**src/rtl/rv32_wb_pkg.sv**
```systemverilog
`default_nettype none
// +---------------------------------------------------------------------+
// | rv32_wb_pkg                                                         |
// | Shared types for the register-file writeback path.                 |
// | Revision: 1.0                                                       |
// +---------------------------------------------------------------------+
package rv32_wb_pkg;

  localparam int XLEN   = 32;
  localparam int REG_AW = 5;

  typedef struct packed {
    logic [REG_AW-1:0] rd;
    logic [XLEN-1:0]   data;
  } wb_entry_t;

  typedef enum logic [1:0] {
    SRC_NONE = 2'd0,
    SRC_ALU  = 2'd1,
    SRC_LSU  = 2'd2
  } wb_src_t;

endpackage
`default_nettype wire

```
**src/rtl/wb_fifo.sv**
```systemverilog
`default_nettype none
// +---------------------------------------------------------------------+
// | wb_fifo                                                             |
// | Circular buffer of pending load writebacks; DEPTH is a power of 2.  |
// | Revision: 1.0                                                       |
// +---------------------------------------------------------------------+
module wb_fifo
  import rv32_wb_pkg::*;
#(
  parameter int DEPTH = 4
) (
  input  logic                     clk,
  input  logic                     rst,
  input  logic                     push,
  input  wb_entry_t                push_entry,
  input  logic                     pop,
  output wb_entry_t                head,
  output logic                     full,
  output logic                     empty,
  output logic [$clog2(DEPTH):0]   level
);

  localparam int PW = $clog2(DEPTH);
  localparam logic [PW:0] C_DEPTH = (PW+1)'(DEPTH);

  wb_entry_t     r_mem [DEPTH];
  logic [PW-1:0] r_wr_ptr;
  logic [PW-1:0] r_rd_ptr;
  logic [PW:0]   r_level;
  logic          w_push;
  logic          w_pop;

  assign full   = (r_level == C_DEPTH);
  assign empty  = (r_level == '0);
  assign level  = r_level;
  assign head   = r_mem[r_rd_ptr];
  assign w_pop  = pop && !empty;
  // A pop frees the head slot in the same cycle, so a full FIFO can still take a push.
  assign w_push = push && (!full || w_pop);

  always_ff @(posedge clk) begin
    if (w_push) begin
      r_mem[r_wr_ptr] <= push_entry;
    end
  end

  always_ff @(posedge clk or posedge rst) begin
    if (rst) begin
      r_wr_ptr <= '0;
      r_rd_ptr <= '0;
      r_level  <= '0;
    end else begin
      if (w_push) r_wr_ptr <= r_wr_ptr + 1'b1;
      if (w_pop)  r_rd_ptr <= r_rd_ptr + 1'b1;
      case ({w_push, w_pop})
        2'b10:   r_level <= r_level + 1'b1;
        2'b01:   r_level <= r_level - 1'b1;
        default: ;
      endcase
    end
  end

endmodule
`default_nettype wire

```
**src/rtl/regfile_wb_arbiter.sv**
```systemverilog
`default_nettype none
// +---------------------------------------------------------------------+
// | regfile_wb_arbiter                                                  |
// | Shares the register-file write port between ALU and buffered LSU    |
// | results, bounds ALU starvation, tracks in-flight loads for decode.  |
// | Optional: WB_LSU_BYPASS_EN grants an LSU result directly when the   |
// | ALU is idle and the FIFO is empty.                                  |
// | Revision: 1.0                                                       |
// +---------------------------------------------------------------------+
module regfile_wb_arbiter
  import rv32_wb_pkg::*;
#(
  parameter int DEPTH      = 4,
  parameter int STARVE_MAX = 3
) (
  input  logic                   clk,
  input  logic                   rst,
  input  logic                   alu_valid,
  output logic                   alu_ready,
  input  logic [REG_AW-1:0]      alu_rd,
  input  logic [XLEN-1:0]        alu_data,
  input  logic                   lsu_valid,
  output logic                   lsu_ready,
  input  logic [REG_AW-1:0]      lsu_rd,
  input  logic [XLEN-1:0]        lsu_data,
  input  logic                   issue_load,
  input  logic [REG_AW-1:0]      issue_rd,
  input  logic [REG_AW-1:0]      chk_rs1,
  input  logic [REG_AW-1:0]      chk_rs2,
  output logic                   stall,
  output logic [REG_AW-1:0]      wb_rd,
  output logic [XLEN-1:0]        wb_data,
  output logic                   wb_valid,
  output logic [$clog2(DEPTH):0] fifo_level
);

  localparam int CW = $clog2(STARVE_MAX + 1);
  localparam logic [CW-1:0] C_STARVE_MAX = CW'(STARVE_MAX);

  logic              w_full;
  logic              w_empty;
  wb_entry_t         w_head;
  logic              w_alu_grant;
  logic              w_pop;
  logic              w_push;
  logic              w_bypass;
  wb_src_t           w_src;
  wb_entry_t         w_entry;

  logic [CW-1:0]     r_starve_cnt;
  logic [31:0]       r_pend;
  logic              r_wb_valid;
  logic [REG_AW-1:0] r_wb_rd;
  logic [XLEN-1:0]   r_wb_data;
  wb_src_t           r_wb_src;

`ifdef WB_LSU_BYPASS_EN
  assign w_bypass = !alu_valid && w_empty && lsu_valid;
`else
  assign w_bypass = 1'b0;
`endif

  assign alu_ready   = (r_starve_cnt != C_STARVE_MAX);
  assign lsu_ready   = !w_full;
  assign w_alu_grant = alu_valid && alu_ready;
  assign w_pop       = !w_alu_grant && !w_empty;
  assign w_push      = lsu_valid && lsu_ready && !w_bypass;

  assign stall = r_pend[chk_rs1] | r_pend[chk_rs2] | (issue_load & r_pend[issue_rd]);

  assign wb_valid   = r_wb_valid;
  assign wb_rd      = r_wb_rd;
  assign wb_data    = r_wb_data;

  wb_fifo #(
    .DEPTH(DEPTH)
  ) u_fifo (
    .clk        (clk),
    .rst        (rst),
    .push       (w_push),
    .push_entry ({lsu_rd, lsu_data}),
    .pop        (w_pop),
    .head       (w_head),
    .full       (w_full),
    .empty      (w_empty),
    .level      (fifo_level)
  );

  always_comb begin
    w_src   = SRC_NONE;
    w_entry = '0;
    if (w_alu_grant) begin
      w_src   = SRC_ALU;
      w_entry = '{rd: alu_rd, data: alu_data};
    end else if (w_pop) begin
      w_src   = SRC_LSU;
      w_entry = w_head;
    end else if (w_bypass) begin
      w_src   = SRC_LSU;
      w_entry = '{rd: lsu_rd, data: lsu_data};
    end
  end

  always_ff @(posedge clk or posedge rst) begin
    if (rst) begin
      r_starve_cnt <= '0;
    end else if (w_empty || w_pop) begin
      r_starve_cnt <= '0;
    end else if (w_alu_grant) begin
      r_starve_cnt <= r_starve_cnt + 1'b1;
    end
  end

  // Writes to x0 are consumed but never reach the register file.
  always_ff @(posedge clk or posedge rst) begin
    if (rst) begin
      r_wb_valid <= 1'b0;
      r_wb_rd    <= '0;
      r_wb_data  <= '0;
      r_wb_src   <= SRC_NONE;
    end else begin
      r_wb_valid <= (w_src != SRC_NONE) && (w_entry.rd != '0);
      r_wb_src   <= w_src;
      if (w_src != SRC_NONE) begin
        r_wb_rd   <= w_entry.rd;
        r_wb_data <= w_entry.data;
      end
    end
  end

  // A fresh issue takes priority over a retiring load to the same register.
  always_ff @(posedge clk or posedge rst) begin
    if (rst) begin
      r_pend <= '0;
    end else begin
      if (r_wb_valid && (r_wb_src == SRC_LSU)) r_pend[r_wb_rd] <= 1'b0;
      if (issue_load && (issue_rd != '0) && !stall) r_pend[issue_rd] <= 1'b1;
    end
  end

endmodule
`default_nettype wire

```
**config.mk**
```make
export PLATFORM = sky130hd
export DESIGN_NAME = regfile_wb_arbiter
export DESIGN_NICKNAME = d
export VERILOG_FILES = /design/src/rtl/rv32_wb_pkg.sv /design/src/rtl/wb_fifo.sv /design/src/rtl/regfile_wb_arbiter.sv
export SDC_FILE = /design/constraint.sdc
export NUM_CORES = 1
export LEC_CHECK = 0
export CAP_MARGIN = 25
export CELL_PAD_IN_SITES_DETAIL_PLACEMENT = 0
export CELL_PAD_IN_SITES_GLOBAL_PLACEMENT = 1
export CORE_MARGIN = 3
export CORE_UTILIZATION = 30
export CTS_CLUSTER_SIZE = 30
export DETAILED_ROUTE_END_ITERATION = 10
export GPL_ROUTABILITY_DRIVEN = 0
export PLACE_DENSITY = 0.54
export REMOVE_ABC_BUFFERS = 1
export SLEW_MARGIN = 20
export SYNTH_ARGS = -nofsm -noshare
export SYNTH_HDL_FRONTEND = slang
export SYNTH_SLANG_ARGS = --single-unit
```
**constraint.sdc**
```tcl
create_clock -name clk -period 5.2 [get_ports clk]
set_input_delay 1.04 -clock clk [delete_from_list [all_inputs] [get_ports clk]]
set_output_delay 1.04 -clock clk [all_outputs]
set_load 0.03 [all_outputs]
```
; Word level (Yosys, flattened, before mapping)
; Memory sizes are Yosys's and may differ from the RTL's.
; Cells that the tools add are included.
[totals]
mem_count = 1
out_inout_bits = 44
word_cells = 76
mem_bits_rw = 148
regBits = 81
[memory_table]
columns = name, depth, word_bits, read_ports, rd_ports_with_merged_regs, write_ports, line_no
row1 = u_fifo.r_mem, 4, 37, 1, 0, 1, wb_fifo.sv:26  ; wb_entry_t r_mem [DEPTH];
[op_classes]
n_eq_ne = 5
bitwise_logic = 6
n_addsub = 5
muxes = 21
n_lt_le_gt_ge = 6
reduce_logical = 23
[op_table]
columns = operator, n
row1 = 37-bit 2-to-1 mux, 2
row2 = 32-bit 2-to-1 mux, 2
row3 = 32-bit bitwise AND, 1
row4 = 32-bit NOT, 1
row5 = 32-bit OR, 1
row6 = "5-bit by 6-bit < comparator with 1-bit output, second input constant", 4
row7 = 1-bit binary-select mux with 5-bit select, 3
row8 = 1-bit logical AND, 11
row9 = 1-bit demux with 5-bit select, 2
row10 = "5-bit by 1-bit >= comparator with 1-bit output, second input constant", 2
row11 = 5-bit nonzero test, 2
row12 = 2-bit 2-to-1 mux, 4
row13 = 1-bit 2-to-1 mux, 7
row14 = "2-bit by 1-bit adder with 2-bit output, second input constant", 3
row15 = 3-bit one-hot mux with 2 select lines, 1
row16 = 2-bit nonzero test, 3
row17 = "2-bit == test, second input constant", 2
row18 = 1-bit zero test, 4
row19 = "3-bit by 1-bit adder with 3-bit output, second input constant", 1
row20 = "3-bit == test, second input constant", 1
row21 = 3-bit zero test, 1
row22 = "3-bit by 1-bit subtractor with 3-bit output, second input constant", 1
row23 = "2-bit by 1-bit == test with 1-bit output, second input constant", 1
row24 = 1-bit logical OR, 2
row25 = other kinds (3), 4

; Longest topological paths before layout
; Gate-level depths: netlist of the first run.
[logic_depth]
depth_word = 9
mapped_depth = 10
ltp_nobuf = 10

; Cells and area by module
; From an unflattened synthesis of the first run, not the netlist that was laid out.
[unflattened]
cells_unflattened = 732
hier_area_um2 = 10318.6
[by_module_without_submodules]
columns = module, seq_area_each_um2, instances, area_per_inst_um2, cells_per_inst
row1 = wb_fifo, 4619.4, 1, 5761.8, 232
row2 = regfile_wb_arbiter, 1851.8, 1, 4556.9, 500

; Worst setup path after synthesis of the first run
; OpenSTA, ideal clock, no wires.
[synth_timing]
path_type = in2out
start = input chk_rs1[2]
end = output stall
required_time_ns = 4.160
path_stages = 8
setup_slack_ns = 1.279
arrival_ns = 2.881
path_cell_list = buf_2 > buf_2 > mux2i_1 > a21oi_1 > and3_1 > a31oi_1 > clkbuf_1 > nand4_1
[synth_via]
elab_chain_cells = 4
[synth_rtl]
columns = item, line_no
row1 = start: declaration, regfile_wb_arbiter.sv:28  ; input logic [REG_AW-1:0] chk_rs1,
row2 = 1-bit binary-select mux with 5-bit select, regfile_wb_arbiter.sv:69  ; assign stall = r_pend[chk_rs1] | r_pend[chk_rs2] | (issue_load & r_pend[issue_rd]);
row3 = 1-bit 2-to-1 mux (not written as such), regfile_wb_arbiter.sv:69
row4 = 1-bit OR (2 in series), regfile_wb_arbiter.sv:69
row5 = end: declaration, regfile_wb_arbiter.sv:30  ; output logic stall,
; No other way between the ends. The select of a mux whose other input is x is not followed.

; Worst setup path in the final report of the first run
[layout_timing]
start = input issue_rd[0]
end = output stall
[layout_via]
elab_chain_cells = 4
[layout_rtl]
columns = item, line_no
row1 = start: declaration, regfile_wb_arbiter.sv:27  ; input logic [REG_AW-1:0] issue_rd,
row2 = 1-bit binary-select mux with 5-bit select, regfile_wb_arbiter.sv:69
row3 = 1-bit 2-to-1 mux (not written as such), regfile_wb_arbiter.sv:69
row4 = 1-bit bitwise AND, regfile_wb_arbiter.sv:69
row5 = 1-bit OR, regfile_wb_arbiter.sv:69
; No other way between the ends. The select of a mux whose other input is x is not followed.

==> results.sh, run 1 <==
export IMPL_leakagePower_nw=4.57
export IMPL_ios=138
export IMPL_num_vias=6666
export IMPL_worstPathCellList="clkdlybuf4s50_1 > buf_4 > mux2i_1 > o221ai_1 > a222oi_1 > o21ai_1 > nand2_1 > nand4_1 > clkdlybuf4s50_1"
export IMPL_cts_hold_buf=0
export IMPL_reg2regPathDepth=5
export IMPL_cts_sinks=229
export IMPL_grt_pass1_vias=7180
export IMPL_seqPwrFrac_pct=40.6
export IMPL_start_util_pct=30.4
export IMPL_clockBufferDepth=3
export IMPL_grt_first_pass_wirelength_mm=42.0
export IMPL_skew_ns=0.0117
export IMPL_synthCells=717
export IMPL_worst_pin_slew_ns=0.749
export IMPL_die_w_um=191
export IMPL_yosys_top_cells_area="edfxtp_1 (43%), dfrtp_1 (20%), mux4_2 (8.6%)"
export IMPL_synth_flop_cell="edfxtp_1"
export IMPL_antenna_found_initial=3
export IMPL_netlist_area_leader_share_pct=43.4
export IMPL_end_kind="output pin"
export IMPL_utilization_pct=38.9
export IMPL_via_per_inst=5.05
export IMPL_critical_path_arrival_ns=3.66
export IMPL_antenna_left=0
export IMPL_r2r_setup_slack_ns=2.47
export IMPL_timing_final_crit_share_pct=90.3
export IMPL_synth_compound_area_share_pct=7.94
export IMPL_hold_viol_final=0
export IMPL_die_y_um=191
export IMPL_wl_mm=27.0
export IMPL_grt_max_degree=80
export IMPL_holdWs_ns=0.452
export IMPL_period_needed_ns=4.70
export IMPL_dieArea_mm2=0.0364
export IMPL_min_from="r_starve_cnt[0]"
export IMPL_yosys_area_share_simple_pct=8.33
export IMPL_synth_cell_area_mm2=0.0102
export IMPL_p_switching_mw=2.48
export IMPL_finalSetupViolations=0
export IMPL_drtIter0Drc=457
export IMPL_ir_drop_mv=0.272
export IMPL_postCtsSetupRepairBufs=0
export IMPL_layout_commonest_cell="edfxtp_1"
export IMPL_p_clk_share_pct=26.6
export IMPL_ys_warn_count=0
export IMPL_cp_slowest_cell="clkdlybuf4s50_1"
export IMPL_rsz0062_at_grt="false"
export IMPL_seq_area_frac_synth_pct=63.2
export IMPL_finish_net_count=954
export IMPL_min_to="r_starve_cnt[0]"
export IMPL_synth_seq_cells=229
export IMPL_sw_frac_of_total_pct=34.1
export IMPL_final_cell_mix="edfxtp_1 (148), clkdlybuf4s50_1 (137), mux2i_1 (82)"
export IMPL_muxShareOfSynthArea_pct=16.6
export IMPL_path_buf_inv=3
export IMPL_yosysTopAreaCell="edfxtp_1"
export IMPL_synth_edff_count=148
export IMPL_cts_buffers=25
export IMPL_cts_root_buffer="clkbuf_16"
export IMPL_p_per_area_mw_per_mm2=556
export IMPL_dr_pass1_iters=7
export IMPL_synth_top_family_by_area="multiplexers"
export IMPL_start_kind="input pin"
export IMPL_ys_async_sr_fraction_pct=35.4
export IMPL_finalNonFillerCells=1320
export IMPL_critPathTopFamily="buffers and inverters"
export IMPL_dpl_hpwl_mm=18.5
export IMPL_critPathMostFrequentCell="clkdlybuf4s50_1"
export IMPL_hold_path_class="reg2reg"
export IMPL_critPathMaxFanout=15
export IMPL_cellInternalPower_mw=4.80
export IMPL_htreeDepth=1
export IMPL_drc=0
export IMPL_status="completed"
export IMPL_wl_per_cell_um=20.5
export IMPL_synth_cell_types=46
export IMPL_clock_latency_ns=0.51
export IMPL_final_max_slew_viol_count=0
export IMPL_postSynthAreaPerCell_um2=14.3
export IMPL_io_buffers=137
export IMPL_dp_cells=1274
export IMPL_critPathMaxStageDelay_ns=0.62
export IMPL_combPwrFrac_pct=32.8
export IMPL_path_class="in2out"
export IMPL_drive_gt1_share_pct=16.0
export IMPL_fp_coreArea_mm2=0.0336
export IMPL_syn_to_final_growth_pct=27.8
export IMPL_cts_tree="built"
export IMPL_required_ns=4.16
export IMPL_post_cts_resize_count=0
export IMPL_r2r_start="r_pend[7]"
export IMPL_maxSlewHeadroom_pct=50.1
export IMPL_synthAdderAreaFrac_pct=0.929
export IMPL_r2r_end="r_pend[4]"
export IMPL_place_area_mm2=0.0122
export IMPL_maxCapViolCount=0
export IMPL_final_area_mm2=0.0131
export IMPL_fmax_mhz=213
export IMPL_clk_pin_slew_ns=0.06
export IMPL_worstHoldPathCells=1
export IMPL_grt_usage_pct=15.0
export IMPL_synth_xor_area_share_pct=0.514
export IMPL_fp_row_count=67
export IMPL_grt_remaining_overflow=0
==> per-layer routing <==
| metal | vias up | part of all wire [%] | track usage (%) |
|---|---|---|---|
| li1 | 3022 | - | - |
| met1 | 3334 | 42 | 19.2 |
| met2 | 243 | 48 | 25.0 |
| met3 | 61 | 6.9 | 3.90 |
| met4 | 6 | 2.7 | 4.60 |
| met5 | - | 0.16 | 0 |
==> worst register-to-register path, cell delays in order, from the launching register on <==
cell and delay (ns):
dfrtp_1 0.48, mux4_2 0.51, a222oi_1 0.38, o21ai_1 0.18, or4_4 0.72, o31ai_1 0.36
==> cells in the mapped netlist, types with 12 or more instances <==
| master | number |
|---|---|
| edfxtp_1 | 148 |
| mux2i_1 | 82 |
| dfrtp_1 | 81 |
| mux4_2 | 39 |
| o21ai_2 | 30 |
| nand4_1 | 16 |
| nor2_1 | 26 |
| o21ai_0 | 71 |
| inv_1 | 12 |
| nand2_1 | 57 |
| nand3_1 | 25 |
| clkbuf_1 | 31 |
==> metrics by stage <==
step,total power [mW],setup WS [ns],TNS (ns)
floorplan,4.35,-0.770,-2.10
global placement,5.31,0.613,0
detailed placement,5.41,0.509,0
CTS,7.39,0.508,0
global route,7.69,0.288,0
finish,7.28,0.504,0
==> cells by family (layout without fill, tap and decap cells) <==
family / count (synthesis) / after routing
DFF: 229 / 229
and+or+nand+nor: 169 / 169
AOI/OAI and AO/OA: 129 / 129
muxes: 121 / 121
buffers and inverters: 56 / 210
adders and majority gates: 7 / 7
xor gates and xnor gates: 6 / 6
other: 0 / 1
==> worst max path at each step <==
stage,from,to,slack (ns),cells after the start
2_1_floorplan,u_fifo.level[0],u_fifo.level[2],-0.77,8
3_3_place_gp,issue_rd[0],stall,0.61,9
3_5_place_dp,issue_rd[0],stall,0.51,9
4_1_cts,chk_rs1[2],stall,0.51,8
5_1_grt,issue_rd[0],stall,0.29,9
6_report,issue_rd[0],stall,0.50,9
==> layout make-up <==
class / instances / area, um^2
clock inverters: 13 / 216
diodes: 1 / 2.50
fillers: 3149 / 20500
clock buffers: 32 / 692
inverters: 12 / 47.5
well taps: 448 / 561
flip-flops and latches: 229 / 6470
multi-input cells: 432 / 3530
repair buffers: 153 / 1550
==> power groups by stage <==
stage | Clock (mW) | Combinational (mW) | Sequential (mW)
2_1_floorplan | 0 | 1.24 | 3.11
3_3_place_gp | 0 | 2.28 | 3.02
3_5_place_dp | 0 | 2.43 | 2.98
4_1_cts | 2.00 | 2.44 | 2.95
5_1_grt | 2.07 | 2.61 | 3.01
6_report | 1.94 | 2.39 | 2.96
==> state kept, by name, summed over array words and instances, names as in the netlist <==
name,cells
wb_rd,5
wb_data,32
r_wb_src,2
u_fifo.r_rd_ptr,2
u_fifo.level,3
r_pend,32
r_starve_cnt,2
u_fifo.r_mem,148
wb_valid,1
u_fifo.r_wr_ptr,2
No activity file was read; power rests on OpenSTA's default activity.
==> inputs of run 2 (changes only) <==
DONT_BUFFER_PORTS = 1   (was unset)
PLACE_DENSITY = 0.47   (was 0.54)
==> run 2 against run 1 <==
Effect of this change: sequential share of layout area is 6.4 points higher; largest cell class unchanged; flip-flop and latch count unchanged; first-iteration DRC count fell by 4.8%.
==> results.sh, run 2 (synthesis results as in run 1) <==
export IMPL_clk_pin_slew_ns=0.05
export IMPL_dpl_hpwl_mm=17.9
export IMPL_leakagePower_nw=3.99
export IMPL_fmax_mhz=272
export IMPL_tns_ns=0
export IMPL_r2r_setup_slack_ns=2.53
export IMPL_p_per_area_mw_per_mm2=581
export IMPL_clockBufferDepth=3
export IMPL_cts_hold_buf=0
export IMPL_post_cts_resize_count=0
export IMPL_ios=138
export IMPL_largest_reg_flops=148
export IMPL_maxCapViolCount=0
export IMPL_end_kind="output pin"
export IMPL_clock_latency_ns=0.52
export IMPL_io_buffers=0
export IMPL_syn_to_final_growth_pct=13.3
export IMPL_postCtsSetupRepairBufs=0
export IMPL_grt_first_pass_wirelength_mm=40.1
export IMPL_start_kind="input pin"
export IMPL_drc=0
export IMPL_num_vias=6058
export IMPL_dr_pass1_iters=5
export IMPL_antenna_left=0
export IMPL_cts_buffers=26
export IMPL_finish_net_count=813
export IMPL_worst_pin_slew_ns=0.768
export IMPL_critical_path_arrival_ns=2.63
export IMPL_ir_drop_mv=0.321
export IMPL_cts_sinks=229
export IMPL_wl_mm=26.5
export IMPL_critPathMaxFanout=32
export IMPL_required_ns=4.16
export IMPL_final_max_slew_viol_count=0
export IMPL_antenna_cells=0
export IMPL_die_w_um=191
export IMPL_die_y_um=191
export IMPL_period_needed_ns=3.67
export IMPL_fp_row_count=67
export IMPL_start_util_pct=30.4
export IMPL_path_class="in2out"
export IMPL_antenna_found_initial=0
export IMPL_cts_tree="built"
export IMPL_grt_usage_pct=14.5
export IMPL_final_cell_mix="edfxtp_1 (148), mux2i_1 (82), dfrtp_1 (79)"
export IMPL_grt_max_degree=81
export IMPL_wl_per_cell_um=22.5
export IMPL_fp_coreArea_mm2=0.0336
export IMPL_dieArea_mm2=0.0364
export IMPL_status="completed"
export IMPL_via_per_inst=5.14
export IMPL_hold_path_class="reg2reg"
export IMPL_place_area_mm2=0.0107
export IMPL_largest_register="u_fifo.r_mem"
export IMPL_grt_remaining_overflow=0
export IMPL_skew_ns=0.00791
export IMPL_drive_gt1_share_pct=18.3
export IMPL_rsz0062_at_grt="false"
export IMPL_timing_final_crit_share_pct=70.6
export IMPL_grt_pass1_vias=6522
export IMPL_drtIter0Drc=435
export IMPL_finalSetupViolations=0
export IMPL_maxSlewHeadroom_pct=48.8
export IMPL_final_area_mm2=0.0116
export IMPL_cts_root_buffer="clkbuf_16"
export IMPL_htreeDepth=1
export IMPL_layout_commonest_cell="edfxtp_1"
export IMPL_hold_viol_final=0
==> run 2: area by class of cell <==
type	count	area, um^2
clock buffer	33	708
clock inverter	14	154
fill	3222	22000
inverter	12	47.5
multi-input combinational	432	3530
sequential	229	6470
tap	448	561
timing repair buffer	11	115
==> run 2: routing by layer <==
| metal | global-route usage (%) | part of all wire (%) |
|---|---|---|
| met2 | 25.2 | 49 |
| met3 | 4.54 | 8.4 |
| met4 | 3.98 | 2.5 |
| met1 | 17.4 | 40 |
| met5 | 0 | 0 |
==> run 2: power breakdown <==
part | switching, mW | leakage [nW] | total (mW) | internal [mW]
clock network | 0.713 | 0.426 | 1.82 | 1.11
registers | 0.795 | 2.27 | 3.27 | 2.48
logic | 0.884 | 1.30 | 1.64 | 0.757
==> run 2: stage by stage <==
step | setup slack (ns) | hold WS, ns | total power [mW] | std cells | utilization (%)
3_5_place_dp | 1.57 | 0.432 | 5.01 | 1132 | 31.9
3_3_place_gp | 1.63 | 0.430 | 4.94 | 1130 | 31.8
4_1_cts | 1.56 | 0.440 | 6.86 | 1179 | 34.5
5_1_grt | 1.40 | 0.450 | 7.14 | 1179 | 34.5
6_report | 1.53 | 0.437 | 6.74 | 1179 | 34.5
2_1_floorplan | -0.770 | 0.416 | 4.35 | 673 | -
==> run 2: worst max-delay path, cell delays in order <==
cell and delay [ns]:
and2_1 0.18, a22o_1 0.22, a2111oi_0 0.44, a22oi_1 0.15
buf_4 0.26, nand4_1 0.32
==> run 2: final timing paths <==
| check | startpoint | end | cells past startpoint |
|---|---|---|---|
| max reg2reg | r_pend[18] | r_pend[4] | 5 |
| min in group asynchronous | rst | wb_rd[1] | 1 |
| max in group asynchronous | rst | wb_data[8] | 2 |
| min reg2reg | r_starve_cnt[0] | r_starve_cnt[0] | 1 |
| min | r_starve_cnt[0] | r_starve_cnt[0] | 1 |
| max | chk_rs1[3] | stall | 6 |
==> inputs of run 3 (changes only) <==
clock period = 3.79 ns   (was 5.2 ns; I/O delays follow)
==> run 3 against run 2 <==
Effect of this change: sequential share of layout area down 0.50 points; routed wire length increased by 0.78%; critical path depth decreased by 1; hold slack worse by 0.37 ns; register-to-register slack worse by 1.4 ns; highest routed layer unchanged; largest power group unchanged; flip-flop and latch count did not move.
==> results.sh, run 3 (synthesis results as in run 1) <==
export IMPL_status="completed"
export IMPL_critPathMaxFanout=4
export IMPL_num_vias=6039
export IMPL_maxSlewHeadroom_pct=46.9
export IMPL_path_class="reg2out"
export IMPL_start_util_pct=30.4
export IMPL_syn_to_final_growth_pct=14.3
export IMPL_postCtsSetupRepairBufs=0
export IMPL_cts_tree="built"
export IMPL_antenna_cells=0
export IMPL_finish_net_count=819
export IMPL_sw_frac_of_total_pct=34.8
export IMPL_wl_per_cell_um=22.5
export IMPL_fmax_mhz=316
export IMPL_dpl_hpwl_mm=18.3
export IMPL_timing_final_crit_share_pct=83.5
export IMPL_required_ns=3.03
export IMPL_wl_mm=26.7
export IMPL_final_area_mm2=0.0117
export IMPL_p_switching_mw=3.29
export IMPL_reg2regPathDepth=10
export IMPL_grt_usage_pct=14.7
export IMPL_skew_ns=0.00767
export IMPL_grt_max_degree=80
export IMPL_ir_drop_mv=0.380
export IMPL_via_per_inst=5.09
export IMPL_rsz0062_at_grt="false"
export IMPL_hold_path_class="in2async"
export IMPL_cts_sinks=229
export IMPL_drtIter0Drc=394
export IMPL_antenna_left=0
export IMPL_final_max_slew_viol_count=0
export IMPL_dieArea_mm2=0.0364
export IMPL_start_kind="register"
export IMPL_combPwrFrac_pct=25.0
export IMPL_layout_commonest_cell="edfxtp_1"
export IMPL_dr_pass1_iters=4
export IMPL_grt_first_pass_wirelength_mm=40.7
export IMPL_period_needed_ns=3.17
export IMPL_dp_cells=1136
export IMPL_p_per_area_mw_per_mm2=808
export IMPL_drc=0
export IMPL_place_area_mm2=0.0107
export IMPL_post_cts_resize_count=0
export IMPL_drive_gt1_share_pct=18.8
export IMPL_htreeDepth=1
export IMPL_multi_input_area_mm2=0.00353
export IMPL_clk_pin_slew_ns=0.06
export IMPL_end_kind="output pin"
export IMPL_final_cell_mix="edfxtp_1 (148), mux2i_1 (82), dfrtp_1 (79)"
export IMPL_grt_remaining_overflow=0
export IMPL_die_w_um=191
export IMPL_finalSetupViolations=0
export IMPL_largest_reg_flops=148
export IMPL_clockBufferDepth=3
export IMPL_worst_pin_slew_ns=0.794
export IMPL_io_buffers=0
export IMPL_cts_buffers=27
export IMPL_fp_row_count=67
export IMPL_holdWs_ns=0.0658
export IMPL_clock_latency_ns=0.51
export IMPL_p_clk_share_pct=28.6
export IMPL_cellInternalPower_mw=6.16
export IMPL_critical_path_arrival_ns=2.41
export IMPL_maxCapViolCount=0
export IMPL_hold_viol_final=0
export IMPL_fillers=3189
export IMPL_cts_hold_buf=0
export IMPL_regArea_mm2=0.00647
export IMPL_die_y_um=191
export IMPL_tns_ns=0
export IMPL_antenna_found_initial=0
export IMPL_largest_register="u_fifo.r_mem"
export IMPL_seqPwrFrac_pct=46.5
export IMPL_finalNonFillerCells=1186
export IMPL_fp_coreArea_mm2=0.0336
export IMPL_cts_root_buffer="clkbuf_16"
export IMPL_leakagePower_nw=4.04
export IMPL_ios=138
export IMPL_grt_pass1_vias=6650
==> run 3: cell count changes in the layout (fill, tap and decap cells not counted), sizes merged <==
| cell | previous run | this run |
|---|---|---|
| buf | 11 | 16 |
| bufinv | 3 | 5 |
| clkbuf | 33 | 35 |
| clkinv | 10 | 8 |
==> run 3: power by group through the flow <==
stage	sequential (mW)	clock [mW]	combinational (mW)
3_5_place_dp	4.45	0	2.43
3_3_place_gp	4.43	0	2.39
6_report	4.39	2.70	2.36
5_1_grt	4.47	2.88	2.66
4_1_cts	4.40	2.79	2.44
2_1_floorplan	4.27	0	1.70
==> run 3: path summary, 6_finish.rpt <==
check	start	to	slack, ns
worst max-delay path	r_pend[19]	stall	0.62
worst min-delay path	rst	u_fifo.level[0]	0.07
worst max register to register	u_fifo.level[0]	u_fifo.level[2]	1.16
worst min register to register	r_starve_cnt[0]	r_starve_cnt[0]	0.44
max in group asynchronous	rst	wb_data[24]	2.89
min in group clk	lsu_data[28]	u_fifo.r_mem[2][28]	0.34
==> run 3: final cells by class <==
type,count,share of cell area [%]
clock inverters,14,1.68
repair buffers,16,1.20
multi-input cells,432,30.2
clock buffers,35,6.37
inverters,12,0.406
well taps,448,4.79
flip-flops and latches,229,55.3
==> run 3: stage by stage <==
stage                     power (mW)  setup WS [ns]  util, %
after floorplan                 5.97          -2.18        -
after global placement          6.81          0.806     31.9
after detailed placement        6.89          0.836     31.9
after CTS                       9.63          0.585     34.7
after global routing            10.0          0.501     34.8
final                           9.45          0.624     34.8
==> run 3: per-layer routing <==
metal	track usage (%)	share of wire [%]
met5	0	0
met4	4.66	2.6
met3	4.47	8.1
met2	25.2	51
met1	17.8	38
==> run 3: critical path, stage by stage (launching register included) <==
cell	delay, ns
dfrtp_1	0.46
mux4_2	0.49
a222oi_1	0.35
o21ai_1	0.15
nand2_1	0.09
nand4_1	0.36
